## src/rtl/writeback_arbiter.sv

```systemverilog
// Register-file write-port arbiter: single-cycle ALU results take priority, and
// buffered load results drain on idle cycles or when the starvation guard fires.
module writeback_arbiter #(
  parameter int LOAD_DEPTH   = 4,
  parameter int STARVE_LIMIT = 4
) (
  input  logic                          clk,
  input  logic                          reset,
  input  logic                          alu_valid,
  output logic                          alu_ready,
  input  logic [4:0]                    alu_reg,
  input  logic [31:0]                   alu_data,
  input  logic                          load_valid,
  output logic                          load_ready,
  input  logic [4:0]                    load_reg,
  input  logic [31:0]                   load_data,
  output logic                          write_enable,
  output logic [4:0]                    write_reg,
  output logic [31:0]                   write_data,
  output logic [31:0]                   pending,
  output logic [$clog2(LOAD_DEPTH):0]   fifo_count
);

  localparam int PW = $clog2(LOAD_DEPTH);
  localparam int CW = PW + 1;
  localparam int SW = $clog2(STARVE_LIMIT + 1);

  // Handshake: a transfer happens on a posedge where valid && ready are both 1.
  // ready never depends on valid; a producer holds its payload until it transfers.

  logic [4:0]    reg_mem  [LOAD_DEPTH];
  logic [31:0]   data_mem [LOAD_DEPTH];
  logic [PW-1:0] rd_ptr;
  logic [PW-1:0] wr_ptr;
  logic [CW-1:0] count;
  logic [SW-1:0] starve_cnt;

  logic full;
  logic empty;
  logic enq;
  logic deq;
  logic alu_grant;

  assign full       = (count == CW'(LOAD_DEPTH));
  assign empty      = (count == '0);
  assign load_ready = !full;
  assign alu_ready  = (starve_cnt != SW'(STARVE_LIMIT));
  assign alu_grant  = alu_valid && alu_ready;
  assign enq        = load_valid && load_ready;
  assign deq        = !alu_grant && !empty;
  assign fifo_count = count;

  always_ff @(posedge clk) begin
    if (!reset) begin
      rd_ptr <= '0;
      wr_ptr <= '0;
      count  <= '0;
    end else begin
      if (enq) begin
        reg_mem[wr_ptr]  <= load_reg;
        data_mem[wr_ptr] <= load_data;
        wr_ptr           <= wr_ptr + PW'(1);
      end
      if (deq) begin
        rd_ptr <= rd_ptr + PW'(1);
      end
      count <= count + CW'(enq) - CW'(deq);
    end
  end

  // Counts ALU wins over a waiting load; any dequeue or an empty FIFO clears it.
  always_ff @(posedge clk) begin
    if (!reset) begin
      starve_cnt <= '0;
    end else if (deq || empty) begin
      starve_cnt <= '0;
    end else if (alu_grant) begin
      starve_cnt <= starve_cnt + SW'(1);
    end
  end

  always_ff @(posedge clk) begin
    if (!reset) begin
      write_enable <= 1'b0;
      write_reg    <= '0;
      write_data   <= '0;
    end else if (alu_grant) begin
      write_enable <= (alu_reg != 5'd0);
      write_reg    <= alu_reg;
      write_data   <= alu_data;
    end else if (deq) begin
      write_enable <= (reg_mem[rd_ptr] != 5'd0);
      write_reg    <= reg_mem[rd_ptr];
      write_data   <= data_mem[rd_ptr];
    end else begin
      write_enable <= 1'b0;
    end
  end

  // Slot i is live when its distance from the read pointer is below the count.
  always_comb begin
    logic [PW-1:0] offset;
    pending = '0;
    offset  = '0;
    for (int i = 0; i < LOAD_DEPTH; i++) begin
      offset = PW'(i) - rd_ptr;
      if (CW'(offset) < count) begin
        pending[reg_mem[i]] = 1'b1;
      end
    end
    pending[0] = 1'b0;
  end

endmodule

```

## config.mk

```make
export PLATFORM = sky130hd
export DESIGN_NAME = writeback_arbiter
export DESIGN_NICKNAME = d
export VERILOG_FILES = /design/src/rtl/writeback_arbiter.sv
export SDC_FILE = /design/constraint.sdc
export NUM_CORES = 1
export LEC_CHECK = 0
export ABC_CLOCK_PERIOD_IN_PS = 4200
export CAP_MARGIN = 25
export CORE_AREA = 2 2 137 139
export DETAILED_ROUTE_END_ITERATION = 8
export DIE_AREA = 0 0 139 141
export DONT_BUFFER_PORTS = 1
export GPL_TIMING_DRIVEN = 1
export PLACE_DENSITY = 0.7
export SLEW_MARGIN = 25
export SYNTH_ARGS = -nofsm -noshare
export SYNTH_HDL_FRONTEND = slang
export SYNTH_SLANG_ARGS = --single-unit
```

## constraint.sdc

```tcl
create_clock -name clk -period 4.2 [get_ports clk]
set_clock_uncertainty 0.2 [all_clocks]
set_input_delay 0.21 -clock clk [delete_from_list [all_inputs] [get_ports clk]]
set_output_delay 0.21 -clock clk [all_outputs]
set_load 0.01 [all_outputs]
```

Word-level counts from Yosys, hierarchy flattened. Memories as Yosys holds them, arrays and structs flattened. A register that Yosys moved wholly into a read port is not among the register bits. Index checks and enable logic that the tools add are counted.

Bits in registers: 48. Bits in writable memories: 148. Bits of input ports: 78. Output and inout port bits: 75. Logic and storage cells: 77. Memories: 2.

Memory list: data_mem (words 4, width 32, read ports 1, clocked after memory_dff 1, wr ports 1, RTL line 32) `logic [31:0] data_mem [LOAD_DEPTH];`; reg_mem (words 4, width 5, read ports 5, clocked after memory_dff 1, wr ports 1, RTL line 31) `logic [4:0] reg_mem [LOAD_DEPTH];`.

Add/subtract/negate cells: 9. Magnitude comparators: 12. Eq/ne operators: 2. Mux-type cells: 25. Bitwise gates (word level): 4. Reduce and logical (&&, ||, !) cells: 16.

Operators by type and width (number): 32-bit 2-to-1 mux (6); 32-bit OR (3); 5-bit by 6-bit less-than comparator with 1-bit output (second input constant) (4); 1-bit demux with 5-bit select (4); 5-bit by 1-bit >= comparator with 1-bit output (second input constant) (4); 2-bit by 3-bit less-than comparator with 1-bit output (4); 5-bit 2-to-1 mux (2); 5-bit nonzero test (2); 1-bit 2-to-1 mux (9); 2-bit 2-to-1 mux (4); 1-bit logical AND (7); 2-bit by 1-bit adder with 2-bit output (second input constant) (2); 1-bit by 2-bit subtractor with 2-bit output (first input constant) (2); 2-bit subtractor (first input constant) (2); 3-bit by 1-bit adder with 3-bit output (1); 3-bit by 1-bit adder with 3-bit output (second input constant) (1); 3-bit == test (second input constant) (1); 1-bit zero test (3); 3-bit zero test (1); 3-bit inequality test (second input constant) (1); 3-bit by 1-bit subtractor with 3-bit output (1); 2-bit nonzero test (1); 2-bit OR reduction (1); 1-bit logical OR (1); 1-bit inverter (1).

Depth between registers and ports, before layout. An unclocked memory read counts as a cell.

Depth in word-level cells: 12. Gate-level depth with buffers: 12. Gate-level depth less buffers: 11.

Worst setup path before layout. No wires, ideal clock.

Path kind: register -> register. From: reg count[0] (netlist: fifo_count[0]). To: mem data_mem[2][0], enable pin. Setup time: 0.398 ns. Data arrival time: 2.009 ns. Required time: 3.602 ns. Slack: 1.593 ns. Stages on the path, launching flop included: 6. Buffers on the path: 1. Period minus slack after synthesis: 2.607 ns. Cells stage by stage: dfxtp_1 nor2_1 nand2_1 and2_1 clkbuf_1 and3_1.

Longest elaborated chain between the ends: 6.

RTL lines: start: declaration (RTL line 35) `logic [CW-1:0] count;`; start signal: assignment (RTL line 67) `count <= count + CW'(enq) - CW'(deq);`; 3-bit == test (RTL line 44) `assign full = (count == CW'(LOAD_DEPTH));`; 1-bit zero test (RTL line 46) `assign load_ready = !full;`; named net load_ready (RTL line 14) `output logic load_ready,`; 1-bit logical AND (RTL line 49) `assign enq = load_valid && load_ready;`; 1-bit 2-to-1 mux (RTL line 59) `if (enq) begin`; 1-bit 2-to-1 mux (RTL line 54) `if (!reset) begin`; 1-bit 2-to-1 mux (implied by the code) (RTL line 61) `data_mem[wr_ptr] <= load_data;`; end: declaration (RTL line 32).

The timed path passes the listed nets, and every way through them passes these cells.

Final worst setup path.
From: reg count[1] (netlist: fifo_count[1]). To: out pending[6].

Longest elaborated chain between the ends: 8.

RTL lines: 2-bit by 3-bit less-than comparator with 1-bit output (RTL line 107) `if (CW'(offset) < count) begin`; 32-bit 2-to-1 mux (RTL line 107); 32-bit OR (no line); 32-bit 2-to-1 mux (RTL line 107); 32-bit OR (no line); 32-bit 2-to-1 mux (RTL line 107); 32-bit OR (no line); 32-bit 2-to-1 mux * (RTL line 107); end: declaration (RTL line 20) `output logic [31:0] pending,`.

Mark *: on every way between the ends. The rest lies on a longest branch, timed or not.

==> impl_metrics.tcl <==
set metrics [dict create \
    fin_setup_tns_ns 0 \
    holdWs_ns 0.0335 \
    place_ws_ns 1.11 \
    critical_path.endpoint_type "primary output" \
    tritoncts "yes" \
    grt_pass1_vias 6483 \
    slew_headroom_pct 30.1 \
    rows 50 \
    nets 842 \
    finalSetupViolCount 0 \
    area_growth_pct 16.6 \
    critical_path_class "flop to primary output" \
    routed-wl-met3_mm 1.91 \
    avgSynthCellArea_um2 12.7 \
    outcome "complete, no violations" \
    synth_top_area_share_pct 49.8 \
    totalWireLength_mm 23.8 \
    n_antenna_cell 0 \
    yosys.area.top_type "edfxtp_1" \
    avgRoutedWirePerCell_um 23.9 \
    die_w_um 139 \
    grt_remaining_overflow 0 \
    power_uw 5610 \
    synthFlopType "edfxtp_1" \
    largest_reg_flops 128 \
    largest-register "data_mem" \
    ys_warn_count 0 \
    hold_viol 0 \
    final.min_clock_period_ns 3.25 \
    leakage_uw 0.00349 \
    dieHeight_um 141 \
    min-delay-start "load_valid" \
    powerDensity_nw_per_um2 539 \
    dp_hpwl_mm 15.1 \
    reg_top3 "data_mem (128), write_data (32), reg_mem (20)" \
    pwr-share-seq_pct 45.8 \
    drt-met1-wl_mm 9.33 \
    cp_cell_sequence "inv_1 -> ha_1 -> a21boi_1 -> o21bai_2 -> nand2b_1 -> nor2_1 -> a221o_1" \
    grt_pass1_wl_mm 36.5 \
    max_freq_mhz 308 \
    min_period_over_period_pct 77.3 \
    synth_edf_count 148 \
    dpl_cell_area_um2 9020 \
    required_ns 3.79 \
    cap_violations 0 \
    max_stage_delay_ns 0.51 \
    slowest_stage "dfxtp_1" \
    grt_max_degree 42 \
    io_pins 153 \
    p_int_uw 3790 \
    crit_path_start "fifo_count[1]" \
    switchingPower_uw 1820 \
    firstDrtPassIters 5 \
    cts.sinks 198 \
    antenna_found_initial 0 \
    ir_drop_v 0.000319 \
    worstMarginPinSlew_ns 1.05 \
    synth_seq_area_share_pct 61.1 \
    ant_nets 0 \
    dieArea_um2 19600 \
    crit_fanout 13 \
    wl_met2_mm 11.8 \
    swShare_pct 32.5 \
    worst_skew_pair.late_latency_ns 0.42 \
    top_layer "met4" \
    port_buffers 0 \
    synth.most_common_cell "edfxtp_1" \
    ys_types 53 \
    drive_above_1_share_pct 12.0 \
    drc_errors 0 \
    clock_path_buffers 2 \
    synth_cells 701 \
    syn-num-nets 792 \
    rsz0062_at_grt "no" \
    vias 6344 \
    clk_pin_slew_ns 0.07 \
    arrival_ns 2.84 \
    vias_per_cell 6.36 \
    grt.total_usage_pct 24.2 \
    drtIter0Drc 548 \
    syn-cell-area_um2 8920 \
    power.share.clock_pct 28.4 \
    synthArstFlopShare_pct 0 \
    numCtsBuffers 17 \
    htree_levels 4 \
    timing.final.ws_setup_ns 0.952 \
    start_util_pct 48.8 \
    place_congestion 0.919 \
    core_um2 18300 \
    design_area_um2 10400 \
    reg2reg_from "fifo_count[2]" \
    synth_top_cells_by_area "edfxtp_1 (50%), dfxtp_1 (11%), mux4_2 (9.3%)" \
    ys_ff_latch 198 \
    synthTopCellsByCount "edfxtp_1 (148), a21oi_1 (76), nand2_1 (72), dfxtp_1 (50), o21ai_0 (39)" \
    clock-root-buffer "clkbuf_16" \
    hold_path.class "primary input to flop" \
    combPwrFrac_pct 25.8 \
    worst_setup_path_start_kind "flop" \
    drv_slew 0 \
]
-- cells in the final DEF, fill, tap and decap left out, drive strengths merged, types with 2 or more instances in the layout --
| cell | netlist | routed |
|---|---|---|
| o21a | 2 | 2 |
| nor2 | 30 | 30 |
| nor4 | 3 | 3 |
| clkbuf | 23 | 24 |
| dlygate4sd3 | 0 | 75 |
| nand3b | 5 | 5 |
| inv | 15 | 19 |
| edfxtp | 148 | 148 |
| ha | 12 | 12 |
| nand2 | 72 | 72 |
| xnor2 | 7 | 7 |
| a21boi | 2 | 2 |
| nand3 | 30 | 30 |
| a211o | 12 | 12 |
| or3 | 5 | 5 |
| buf | 26 | 5 |
| nand2b | 5 | 5 |
| and3 | 6 | 6 |
| o211ai | 2 | 2 |
| nor3 | 8 | 8 |
| nor3b | 2 | 2 |
| o21ai | 41 | 41 |
| nor2b | 15 | 15 |
| a221o | 7 | 7 |
| o22a | 2 | 2 |
| o21bai | 4 | 4 |
| a21oi | 78 | 78 |
| dfxtp | 50 | 50 |
| nand4 | 8 | 8 |
| mux4 | 37 | 37 |
| o221ai | 2 | 2 |
| and2 | 8 | 8 |
| a31oi | 2 | 2 |
| o22ai | 22 | 22 |
| or2 | 3 | 3 |
| clkinv | 0 | 3 |
-- layout make-up --
| type | instances | area, µm² |
|---|---|---|
| Tap cell | 234 | 293 |
| Sequential cell | 198 | 5450 |
| Fill cell | 1438 | 7870 |
| Multi-Input combinational cell | 439 | 3210 |
| Inverter | 15 | 56.3 |
| Clock buffer | 24 | 536 |
| Timing Repair Buffer | 80 | 801 |
| Clock inverter | 8 | 55.1 |
-- final timing paths --
path,to,slack (ns),depth (start not counted)
max reg2reg,fifo_count[2],1.09,10
min reg2reg,starve_cnt[0],0.25,1
min,wr_ptr[1],0.03,3
max,pending[6],0.95,7
-- kinds of logic (layout without fill, tap and decap cells) --
logic type      after synthesis  in the layout  synth area share (%)
compound gates              179            179                  12.5
buf+inv                      64            127                  3.37
mux                          37             37                  9.35
xor+xnor                      7              7                 0.688
simple gates                202            202                  11.1
flops                       198            198                  61.1
fa+ha+maj                    13             13                  1.91
other cells                   1              1                0.0421
-- layer usage --
layer	track usage, %	vias to the layer above
met1	30.7	3160
met5	0	-
met2	40.4	356
li1	-	2768
met3	5.60	60
met4	10.3	0
-- worst max-delay path: cells and delay by family, from the launching register on --
kind	cells	cell delay [ns]
compound gates	3	0.68
simple gates	2	0.67
flops	1	0.51
fa+ha+maj	1	0.35
buf+inv	1	0.20
-- stage by stage --
step / cells / util [%]
6_report: 998 / 56.9
3_3_place_gp: 890 / 49.4
5_1_grt: 998 / 56.9
4_1_cts: 998 / 56.8
3_5_place_dp: 890 / 49.4
2_1_floorplan: 701 / -
-- power by group through the flow --
stage / Combinational (µW) / Sequential [µW] / Clock (µW)
5_1_grt: 1550 / 2600 / 1680
6_report: 1450 / 2570 / 1590
3_3_place_gp: 1320 / 2610 / 0
3_5_place_dp: 1340 / 2620 / 0
4_1_cts: 1430 / 2570 / 1600
2_1_floorplan: 1180 / 2450 / 0
-- repair_timing --
item / 4_1_cts / 5_1_grt
hold endpoints to repair: 198 / 0
hold buffers: 76 / 0
endpoints found under the setup margin: 0 / 0
setup buffers: 0 / 0
resized for setup: 0 / 0
Note: power is estimated with default switching activity, not from simulation.
